### src/rtl/pipeline_pkg.sv
// Constants shared by the IF/ID, ID/EX, EX/MEM and MEM/WB pipeline stages.
// MEM/WB entry layout, MSB to LSB: reg_write, mem_to_reg, wr_addr, mem_rdata, alu_result, wb_data.
package pipeline_pkg;

  localparam int DATA_W     = 32;
  localparam int REG_ADDR_W = 5;
  localparam int ZERO_REG   = 0;

  localparam int CTRL_W     = 2;
  localparam int DATA_WORDS = 3;

  function automatic int entry_width(input int addr_w, input int data_w);
    return CTRL_W + addr_w + DATA_WORDS * data_w;
  endfunction

  localparam int MEM_WB_ENTRY_W = entry_width(REG_ADDR_W, DATA_W);

endpackage

### src/rtl/mem_wb_pipe_if.sv
// MEM/WB boundary bundle: upstream push side, downstream pop side and flush.
// The master modport belongs to the surrounding pipeline, and the slave modport belongs to the stage.
interface mem_wb_pipe_if #(
  parameter int DATA_W = pipeline_pkg::DATA_W,
  parameter int ADDR_W = pipeline_pkg::REG_ADDR_W
);
  logic              flush;
  logic              in_valid;
  logic              in_ready;
  logic              in_reg_write;
  logic              in_mem_to_reg;
  logic [ADDR_W-1:0] in_wr_addr;
  logic [DATA_W-1:0] in_mem_rdata;
  logic [DATA_W-1:0] in_alu_result;
  logic              out_valid;
  logic              out_ready;
  logic              out_reg_write;
  logic              out_mem_to_reg;
  logic [ADDR_W-1:0] out_wr_addr;
  logic [DATA_W-1:0] out_mem_rdata;
  logic [DATA_W-1:0] out_alu_result;
  logic [DATA_W-1:0] out_wb_data;

  modport master (
    output flush, in_valid, in_reg_write, in_mem_to_reg, in_wr_addr, in_mem_rdata,
           in_alu_result, out_ready,
    input  in_ready, out_valid, out_reg_write, out_mem_to_reg, out_wr_addr,
           out_mem_rdata, out_alu_result, out_wb_data
  );

  modport slave (
    input  flush, in_valid, in_reg_write, in_mem_to_reg, in_wr_addr, in_mem_rdata,
           in_alu_result, out_ready,
    output in_ready, out_valid, out_reg_write, out_mem_to_reg, out_wr_addr,
           out_mem_rdata, out_alu_result, out_wb_data
  );
endinterface

### src/rtl/pipe_fifo.sv
// Generic DEPTH x WIDTH circular queue with registered occupancy and synchronous flush.
// Acceptance depends only on registered state, so a full queue never accepts on the cycle it pops.
module pipe_fifo #(
  parameter int WIDTH = 8,
  parameter int DEPTH = 2
) (
  input  logic                         clk,
  input  logic                         rst,
  input  logic                         flush_i,
  input  logic                         push_i,
  input  logic                         pop_i,
  input  logic [WIDTH-1:0]             wdata_i,
  output logic [WIDTH-1:0]             rdata_o,
  output logic                         not_full_o,
  output logic                         not_empty_o,
  output logic [$clog2(DEPTH+1)-1:0]   occupancy_o
);
  localparam int PTR_W = $clog2(DEPTH);
  localparam int OCC_W = $clog2(DEPTH + 1);

  logic [WIDTH-1:0] mem_q [DEPTH];
  logic [PTR_W-1:0] wr_ptr_q, wr_ptr_d;
  logic [PTR_W-1:0] rd_ptr_q, rd_ptr_d;
  logic [OCC_W-1:0] occ_q, occ_d;
  logic             do_push;
  logic             do_pop;

  assign not_full_o  = (occ_q < OCC_W'(DEPTH));
  assign not_empty_o = (occ_q != '0);
  assign do_push     = push_i && not_full_o && !flush_i;
  assign do_pop      = pop_i && not_empty_o;
  assign occupancy_o = occ_q;
  assign rdata_o     = mem_q[rd_ptr_q];

  // Pointers wrap for free because DEPTH is a power of two.
  always_comb begin
    wr_ptr_d = wr_ptr_q;
    rd_ptr_d = rd_ptr_q;
    occ_d    = occ_q;
    if (flush_i) begin
      wr_ptr_d = '0;
      rd_ptr_d = '0;
      occ_d    = '0;
    end else begin
      if (do_push) wr_ptr_d = wr_ptr_q + PTR_W'(1);
      if (do_pop)  rd_ptr_d = rd_ptr_q + PTR_W'(1);
      case ({do_push, do_pop})
        2'b10:   occ_d = occ_q + OCC_W'(1);
        2'b01:   occ_d = occ_q - OCC_W'(1);
        default: occ_d = occ_q;
      endcase
    end
  end

  // NOTE: sequential state uses non-blocking assignments so every register samples pre-edge values.
  always_ff @(posedge clk or posedge rst) begin
    if (rst) begin
      wr_ptr_q <= '0;
      rd_ptr_q <= '0;
      occ_q    <= '0;
    end else begin
      wr_ptr_q <= wr_ptr_d;
      rd_ptr_q <= rd_ptr_d;
      occ_q    <= occ_d;
    end
  end

  // NOTE: storage is deliberately not reset; consumers gate it with not_empty_o.
  always_ff @(posedge clk) begin
    if (do_push) mem_q[wr_ptr_q] <= wdata_i;
  end

endmodule

### src/rtl/mem_wb_pipe.sv
// MEM/WB stage: an elastic queue of in-flight results with register-0 write suppression
// and a write-back data mux that is evaluated before the entry is stored.
module mem_wb_pipe #(
  parameter int DATA_W = pipeline_pkg::DATA_W,
  parameter int ADDR_W = pipeline_pkg::REG_ADDR_W,
  parameter int DEPTH  = 2
) (
  input  logic                       clk,
  input  logic                       rst,
  mem_wb_pipe_if.slave               bus,
  output logic [$clog2(DEPTH+1)-1:0] occupancy
);
  import pipeline_pkg::*;

  localparam int PKT_W = entry_width(ADDR_W, DATA_W);

  typedef struct packed {
    logic              reg_write;
    logic              mem_to_reg;
    logic [ADDR_W-1:0] wr_addr;
    logic [DATA_W-1:0] mem_rdata;
    logic [DATA_W-1:0] alu_result;
    logic [DATA_W-1:0] wb_data;
  } entry_t;

  entry_t             push_entry;
  entry_t             head_entry;
  logic [PKT_W-1:0]   head_bits;
  logic               head_valid;

  // NOTE: every always_comb output gets a value on every path, so no latch is inferred.
  always_comb begin
    push_entry            = '0;
    push_entry.reg_write  = bus.in_reg_write && (bus.in_wr_addr != ADDR_W'(ZERO_REG));
    push_entry.mem_to_reg = bus.in_mem_to_reg;
    push_entry.wr_addr    = bus.in_wr_addr;
    push_entry.mem_rdata  = bus.in_mem_rdata;
    push_entry.alu_result = bus.in_alu_result;
    push_entry.wb_data    = bus.in_mem_to_reg ? bus.in_mem_rdata : bus.in_alu_result;
  end

  pipe_fifo #(
    .WIDTH (PKT_W),
    .DEPTH (DEPTH)
  ) u_fifo (
    .clk         (clk),
    .rst         (rst),
    .flush_i     (bus.flush),
    .push_i      (bus.in_valid),
    .pop_i       (bus.out_ready),
    .wdata_i     (push_entry),
    .rdata_o     (head_bits),
    .not_full_o  (bus.in_ready),
    .not_empty_o (head_valid),
    .occupancy_o (occupancy)
  );

  assign head_entry = entry_t'(head_bits);

  // Unreset storage never reaches the ports: the payload reads as zero while the queue is empty.
  assign bus.out_valid      = head_valid;
  assign bus.out_reg_write  = head_valid ? head_entry.reg_write  : 1'b0;
  assign bus.out_mem_to_reg = head_valid ? head_entry.mem_to_reg : 1'b0;
  assign bus.out_wr_addr    = head_valid ? head_entry.wr_addr    : '0;
  assign bus.out_mem_rdata  = head_valid ? head_entry.mem_rdata  : '0;
  assign bus.out_alu_result = head_valid ? head_entry.alu_result : '0;
  assign bus.out_wb_data    = head_valid ? head_entry.wb_data    : '0;

endmodule

### src/flat_wrapper.sv
// flat-port wrapper written by rule: the top's interface ports become plain ports
module mem_wb_pipe_flat import pipeline_pkg::*;
#(
  parameter int DATA_W = pipeline_pkg::DATA_W,
  parameter int ADDR_W = pipeline_pkg::REG_ADDR_W,
  parameter int DEPTH  = 2
)
  (clk, rst, occupancy, bus_flush, bus_in_valid, bus_in_reg_write, bus_in_mem_to_reg, bus_in_wr_addr, bus_in_mem_rdata, bus_in_alu_result, bus_out_ready, bus_in_ready, bus_out_valid, bus_out_reg_write, bus_out_mem_to_reg, bus_out_wr_addr, bus_out_mem_rdata, bus_out_alu_result, bus_out_wb_data);
  mem_wb_pipe_if #(.DATA_W(DATA_W), .ADDR_W(ADDR_W)) bus_i ();
  input  logic clk;
  input  logic rst;
  output logic [$clog2(DEPTH+1)-1:0] occupancy;
  input wire logic [$bits(bus_i.flush)-1:0] bus_flush;
  input wire logic [$bits(bus_i.in_valid)-1:0] bus_in_valid;
  input wire logic [$bits(bus_i.in_reg_write)-1:0] bus_in_reg_write;
  input wire logic [$bits(bus_i.in_mem_to_reg)-1:0] bus_in_mem_to_reg;
  input wire logic [$bits(bus_i.in_wr_addr)-1:0] bus_in_wr_addr;
  input wire logic [$bits(bus_i.in_mem_rdata)-1:0] bus_in_mem_rdata;
  input wire logic [$bits(bus_i.in_alu_result)-1:0] bus_in_alu_result;
  input wire logic [$bits(bus_i.out_ready)-1:0] bus_out_ready;
  output wire logic [$bits(bus_i.in_ready)-1:0] bus_in_ready;
  output wire logic [$bits(bus_i.out_valid)-1:0] bus_out_valid;
  output wire logic [$bits(bus_i.out_reg_write)-1:0] bus_out_reg_write;
  output wire logic [$bits(bus_i.out_mem_to_reg)-1:0] bus_out_mem_to_reg;
  output wire logic [$bits(bus_i.out_wr_addr)-1:0] bus_out_wr_addr;
  output wire logic [$bits(bus_i.out_mem_rdata)-1:0] bus_out_mem_rdata;
  output wire logic [$bits(bus_i.out_alu_result)-1:0] bus_out_alu_result;
  output wire logic [$bits(bus_i.out_wb_data)-1:0] bus_out_wb_data;
  assign bus_i.flush = bus_flush;
  assign bus_i.in_valid = bus_in_valid;
  assign bus_i.in_reg_write = bus_in_reg_write;
  assign bus_i.in_mem_to_reg = bus_in_mem_to_reg;
  assign bus_i.in_wr_addr = bus_in_wr_addr;
  assign bus_i.in_mem_rdata = bus_in_mem_rdata;
  assign bus_i.in_alu_result = bus_in_alu_result;
  assign bus_i.out_ready = bus_out_ready;
  assign bus_in_ready = bus_i.in_ready;
  assign bus_out_valid = bus_i.out_valid;
  assign bus_out_reg_write = bus_i.out_reg_write;
  assign bus_out_mem_to_reg = bus_i.out_mem_to_reg;
  assign bus_out_wr_addr = bus_i.out_wr_addr;
  assign bus_out_mem_rdata = bus_i.out_mem_rdata;
  assign bus_out_alu_result = bus_i.out_alu_result;
  assign bus_out_wb_data = bus_i.out_wb_data;
  mem_wb_pipe #(.DATA_W(DATA_W), .ADDR_W(ADDR_W), .DEPTH(DEPTH)) u_core (.clk(clk), .rst(rst), .bus(bus_i), .occupancy(occupancy));
endmodule
### config.mk
export PLATFORM = sky130hd
export DESIGN_NAME = mem_wb_pipe_flat
export DESIGN_NICKNAME = d
export VERILOG_FILES = /design/src/rtl/pipeline_pkg.sv /design/src/rtl/mem_wb_pipe_if.sv /design/src/rtl/pipe_fifo.sv /design/src/rtl/mem_wb_pipe.sv /design/src/flat_wrapper.sv
export SDC_FILE = /design/constraint.sdc
export NUM_CORES = 1
export LEC_CHECK = 0
export ABC_AREA = 1
export CAP_MARGIN = 20
export CELL_PAD_IN_SITES_DETAIL_PLACEMENT = 0
export CELL_PAD_IN_SITES_GLOBAL_PLACEMENT = 2
export CORE_MARGIN = 1.5
export CORE_UTILIZATION = 35
export CTS_CLUSTER_DIAMETER = 50
export CTS_CLUSTER_SIZE = 40
export DETAILED_ROUTE_END_ITERATION = 10
export PLACE_DENSITY = 0.82
export SLEW_MARGIN = 20
export SYNTH_ARGS = -nofsm -noshare
export SYNTH_HDL_FRONTEND = slang
export SYNTH_SLANG_ARGS = --single-unit
### constraint.sdc
create_clock -name clk -period 7.4 [get_ports clk]
set_input_delay 1.48 -clock clk [delete_from_list [all_inputs] [get_ports clk]]
set_output_delay 1.48 -clock clk [all_outputs]
set_load 0.005 [all_outputs]
# --- After elaboration in Yosys (flattened, before gate mapping) ---
# Memories as Yosys holds them, arrays and structs flattened.
# Index checks and enable logic that the tools add are counted.
totals:
  mem_bits_rw: 206
  elab_cells: 36
  n_memories: 1
  register_bits: 4
  inputBits: 76
  output_inout_bits: 107
classes:
  magnitude_cmp: 1
  reduce_logical: 10
  n_mux: 15
  n_addsub: 4
  n_eq_ne: 2
mem_list:
  columns: ["name", "depth", "word_bits", "rd", "rd_ports_with_merged_regs", "write_ports", "line_no", "text"]
  rows:
  - ["u_core.u_fifo.mem_q", 2, 103, 1, 0, 1, "pipe_fifo.sv:21", "logic [WIDTH-1:0] mem_q [DEPTH];"]
op_table:
  columns: ["cell", "count"]
  rows:
  - ["32-bit two-way mux", 4]
  - ["1-bit two-way mux", 8]
  - ["2-bit nonzero test", 3]
  - ["5-bit two-way mux", 1]
  - ["5-bit nonzero test", 1]
  - ["1-bit logical AND", 4]
  - ["2-bit case mux with 2 select lines", 1]
  - ["3-bit nonzero test", 1]
  - ["1-bit adder, second input constant", 2]
  - ["2-bit by 1-bit adder with 2-bit output, second input constant", 1]
  - ["2-bit by 1-bit == test with 1-bit output, second input constant", 1]
  - ["2-bit == test, second input constant", 1]
  - ["2-bit less-than comparator, second input constant", 1]
  - ["2-bit two-way mux", 1]
  - ["2-bit by 1-bit subtractor with 2-bit output, second input constant", 1]
  - ["1-bit logical NOT", 1]

# --- Longest topological paths before layout ---
logic_depth:
  word_depth: 6
  mapped_depth: 7

# --- Cells and area by module ---
# Synthesis repeated with hierarchy kept, for this count alone.
hier_totals:
  cells_unflattened: 683
  area_unflattened_um2: 9175.0
by_module_without_submodules:
  columns: ["module", "cells_per_inst", "instances", "area_per_inst_um2"]
  rows:
  - ["pipe_fifo", 357, 1, 7867.5]
  - ["mem_wb_pipe", 326, 1, 1307.5]

# --- Worst setup path before layout ---
# Ideal clock, no wire load.
synth_path:
  path_kind: "input -> register"
  from: "input port bus_flush"
  to: "memory u_core.u_fifo.mem_q[0][0] (netlist bit) (enable)"
  required_ps: 6833
  arrival_time_ps: 6029
  path_buffers: 0
  cell_stages: 3
  path_slack_ps: 804
  setup_time_ps: 567
  cell_sequence: "inv_1 nand3_2 nor2_1"
synth_via:
  elab_chain_len: 4
synth_lines:
  columns: ["element", "line_no", "text"]
  rows:
  - ["from (decl)", "flat_wrapper.sv:13", "input wire logic [$bits(bus_i.flush)-1:0] bus_flush;"]
  - ["1-bit logical NOT", "pipe_fifo.sv:30", "assign do_push = push_i && not_full_o && !flush_i;"]
  - ["1-bit logical AND", "pipe_fifo.sv:30", null]
  - ["1-bit two-way mux", "pipe_fifo.sv:70", "if (do_push) mem_q[wr_ptr_q] <= wdata_i;"]
  - ["1-bit two-way mux (implied by the code)", "pipe_fifo.sv:70", null]
  - ["to (decl)", "pipe_fifo.sv:21", null]
# Every way passes these cells.

# --- Worst setup path after layout ---
layout_path:
  from: "register u_core.u_fifo.rd_ptr_q"
  to: "output port bus_out_mem_rdata[17]"
layout_via:
  elab_chain_len: 2
layout_lines:
  columns: ["element", "line_no", "text"]
  rows:
  - ["from (decl)", "pipe_fifo.sv:23", "logic [PTR_W-1:0] rd_ptr_q, rd_ptr_d;"]
  - ["from (signal assigned)", "pipe_fifo.sv:63", "rd_ptr_q <= rd_ptr_d;"]
  - ["memory 2 x 103 bit", null, null]
  - ["32-bit two-way mux", "mem_wb_pipe.sv:65", "assign bus.out_mem_rdata = head_valid ? head_entry.mem_rdata : '0;"]
  - ["to (decl)", "flat_wrapper.sv:26", "output wire logic [$bits(bus_i.out_mem_rdata)-1:0] bus_out_mem_rdata;"]
# Every way passes these cells.

==> impl_metrics.tcl <==
set metrics [dict create \
    root_buffer "clkbuf_16" \
    finalNetCount 878 \
    crit_type "flop to output pin" \
    ys_types 23 \
    wl_mm 20.0 \
    hold_buffers 0 \
    grt_pass1_vias 5467 \
    place_area_mm2 0.0107 \
    cts_sinks 210 \
    synth-seq-area-share_pct 72.6 \
    fin_cells 1143 \
    cts_tree "yes" \
    maxCapViolCount 0 \
    dr.pass1.iters 6 \
    hold_viol 0 \
    drive_gt1_share_pct 17.9 \
    hold_class "flop to flop" \
    dp_hpwl_mm 12.2 \
    yosys_warnings 0 \
    reg2reg_slack_ns 5.04 \
    antenna_cells 0 \
    viasPerCell 4.62 \
    routabilityCongestion 0.720 \
    fin_util_pct 46.9 \
    avgSynthCellArea_um2 13.8 \
    powerDensity_mw_per_mm2 338 \
    postCtsSetupBuffers 0 \
    r2r_cells 4 \
    synth_top_cell_area_share_pct 71.4 \
    dieWidth_um 160 \
    crit_path_start_kind "flop" \
    max-clock-path-buffers 3 \
    clkTransAtPathRegs_ns 0.06 \
    hold_depth 2 \
    synth_nets 703 \
    final_area_mm2 0.0114 \
    tns_ns 0 \
    num_rows 57 \
    fp.dieArea_mm2 0.0257 \
    grt_max_degree 80 \
    post-route-period-util_pct 67.1 \
    synth_area_leader_cell "edfxtp_1" \
    regToRegEndpoint "u_core.u_fifo.mem_q[0][30]" \
    swShare_pct 30.8 \
    synth_area_leaders "edfxtp_1 (71%), nand2_1 (9.2%), a21oi_2 (6.1%)" \
    p_clk_share_pct 28.9 \
    intPower_mw 2.67 \
    ant_nets 0 \
    drtIter0Drc 273 \
    cts_buffers 23 \
    finalClockSkew_ns 0.0182 \
    antenna_found_initial 0 \
    remaining_drc_errors 0 \
    ctsResizeCount 0 \
    drv_slew 0 \
    die_h_um 160 \
    grt_pass1_wl_mm 31.3 \
    crit_path_max_fanout 63 \
    status "completed" \
    area_delta_synth_final_pct 31.8 \
    coreArea_mm2 0.0243 \
    max_freq_ghz 0.201 \
    initial_core_util_pct 35.6 \
    worstHoldStart "u_core.u_fifo.wr_ptr_q" \
    cts-htree-levels 1 \
    required_ns 5.92 \
    worst_pin_slew_ns 1.07 \
    setup_viol_count_final 0 \
    period_needed_ns 4.96 \
    fillCellCount 2167 \
    rsz0062_at_grt "no" \
    worstReg2RegStart "u_core.u_fifo.occupancy_o[1]" \
    critPathCaptureType "output pin" \
    combPwrFrac_pct 33.1 \
    io_pins 183 \
    worstPathArrival_ns 3.48 \
    wl_per_cell_um 17.5 \
    switchingPower_mw 1.19 \
    netlist_instances 627 \
    max-vdd-ir-drop_mv 0.195 \
    dp.cells 1101 \
    portBuffers 182 \
    grt_use_total_pct 15.6 \
    netlist_area_mm2 0.00866 \
    ys_seq_elements 210 \
    min_to "u_core.u_fifo.wr_ptr_q" \
    p_leak_nw 3.84 \
    grt_overflow_total 0 \
    seqPwrFrac_pct 38.1 \
    vias 5276 \
    slew_headroom_pct 28.6 \
    power_mw 3.86 \
    clk_latency_ns 0.51 \
]
==> cell families after synthesis <==
| family | share of synthesized area, % |
|---|---|
| multiplexers | 4.16 |
| buffers and inverters | 4.02 |
| flip-flops | 72.6 |
| AND/OR/NAND/NOR | 10.4 |
| AO/OA/AOI/OAI | 8.87 |
==> worst max-delay path by stage <==
stage | from | endpoint
2_1_floorplan | bus_flush | u_core.u_fifo.mem_q[0][0]
3_3_place_gp | u_core.u_fifo.rd_ptr_q | bus_out_mem_rdata[18]
3_5_place_dp | u_core.u_fifo.rd_ptr_q | bus_out_wb_data[16]
4_1_cts | u_core.u_fifo.rd_ptr_q | bus_out_wb_data[16]
5_1_grt | u_core.u_fifo.rd_ptr_q | bus_out_wb_data[16]
6_report | u_core.u_fifo.rd_ptr_q | bus_out_mem_rdata[17]
==> routing by layer <==
metal  vias up  part of all wire, %  track usage [%]
met5         -                    0                0
met4         0                  1.7             3.87
met3        25                  6.0             4.00
met2       126                   48             25.9
met1      2556                   45             20.6
li1       2569                    -                -
==> layout make-up <==
type                    count  area (um2)  area share [%]
clock buffers              29         608            5.33
clock inverters            13         144            1.26
inverters                   9        35.0           0.307
multi-input cells         370        2040            17.9
flip-flops and latches    210        6290            55.1
well taps                 324         405            3.55
repair buffers            188        1890            16.5
==> state kept, by name, indices dropped and copies added, names as in the netlist <==
| name | flops |
|---|---|
| u_core.u_fifo.mem_q | 206 |
| u_core.u_fifo.occupancy_o | 2 |
| u_core.u_fifo.rd_ptr_q | 1 |
| u_core.u_fifo.wr_ptr_q | 1 |
==> power by group through the flow <==
stage	clock (mW)	sequential [mW]	combinational, mW
floorplan	0	1.48	0.666
detailed placement	0	1.50	1.30
CTS	1.14	1.47	1.31
global route	1.19	1.48	1.40
finish	1.11	1.47	1.28
global placement	0	1.50	1.30
==> stage by stage <==
stage,setup WS [ns],hold slack (ns)
6_report,2.44,0.649
4_1_cts,2.30,0.653
3_5_place_dp,2.84,0.643
2_1_floorplan,0.804,0.522
5_1_grt,2.11,0.678
3_3_place_gp,2.86,0.637
==> synth_stat cells <==
master,n
a21oi_1,44
mux2_1,2
nor2_4,1
buf_6,18
inv_2,1
nor2_2,1
o21ai_0,2
a21oi_2,60
nand3_1,4
mux2_2,30
inv_1,7
nand3_2,1
clkbuf_2,1
buf_4,4
o21ai_1,1
dfrtp_1,4
nand2_2,5
buf_2,15
nor2_1,5
o21bai_1,1
edfxtp_1,206
clkinv_2,1
nand2_1,213
==> cells in the final DEF (no fill, tap or decap), drive strengths merged <==
master | Yosys | routed
nand2 | 218 | 218
edfxtp | 206 | 206
clkdlybuf4s50 | 0 | 181
a21oi | 104 | 104
mux2 | 32 | 32
clkbuf | 1 | 29
inv | 8 | 11
buf | 37 | 7
nor2 | 7 | 7
clkinvlp | 0 | 5
nand3 | 5 | 5
clkinv | 1 | 5
dfrtp | 4 | 4
o21ai | 3 | 3
o21bai | 1 | 1
bufinv | 0 | 1
==> critical path, stage by stage, from the launching register on <==
cell and delay [ns]:
dfrtp_4 0.75, clkinv_2 0.87, buf_4 0.58, nand2_1 0.14, a21oi_2 0.05, clkdlybuf4s50_1 0.51
Power figures use the tool's default switching activity.
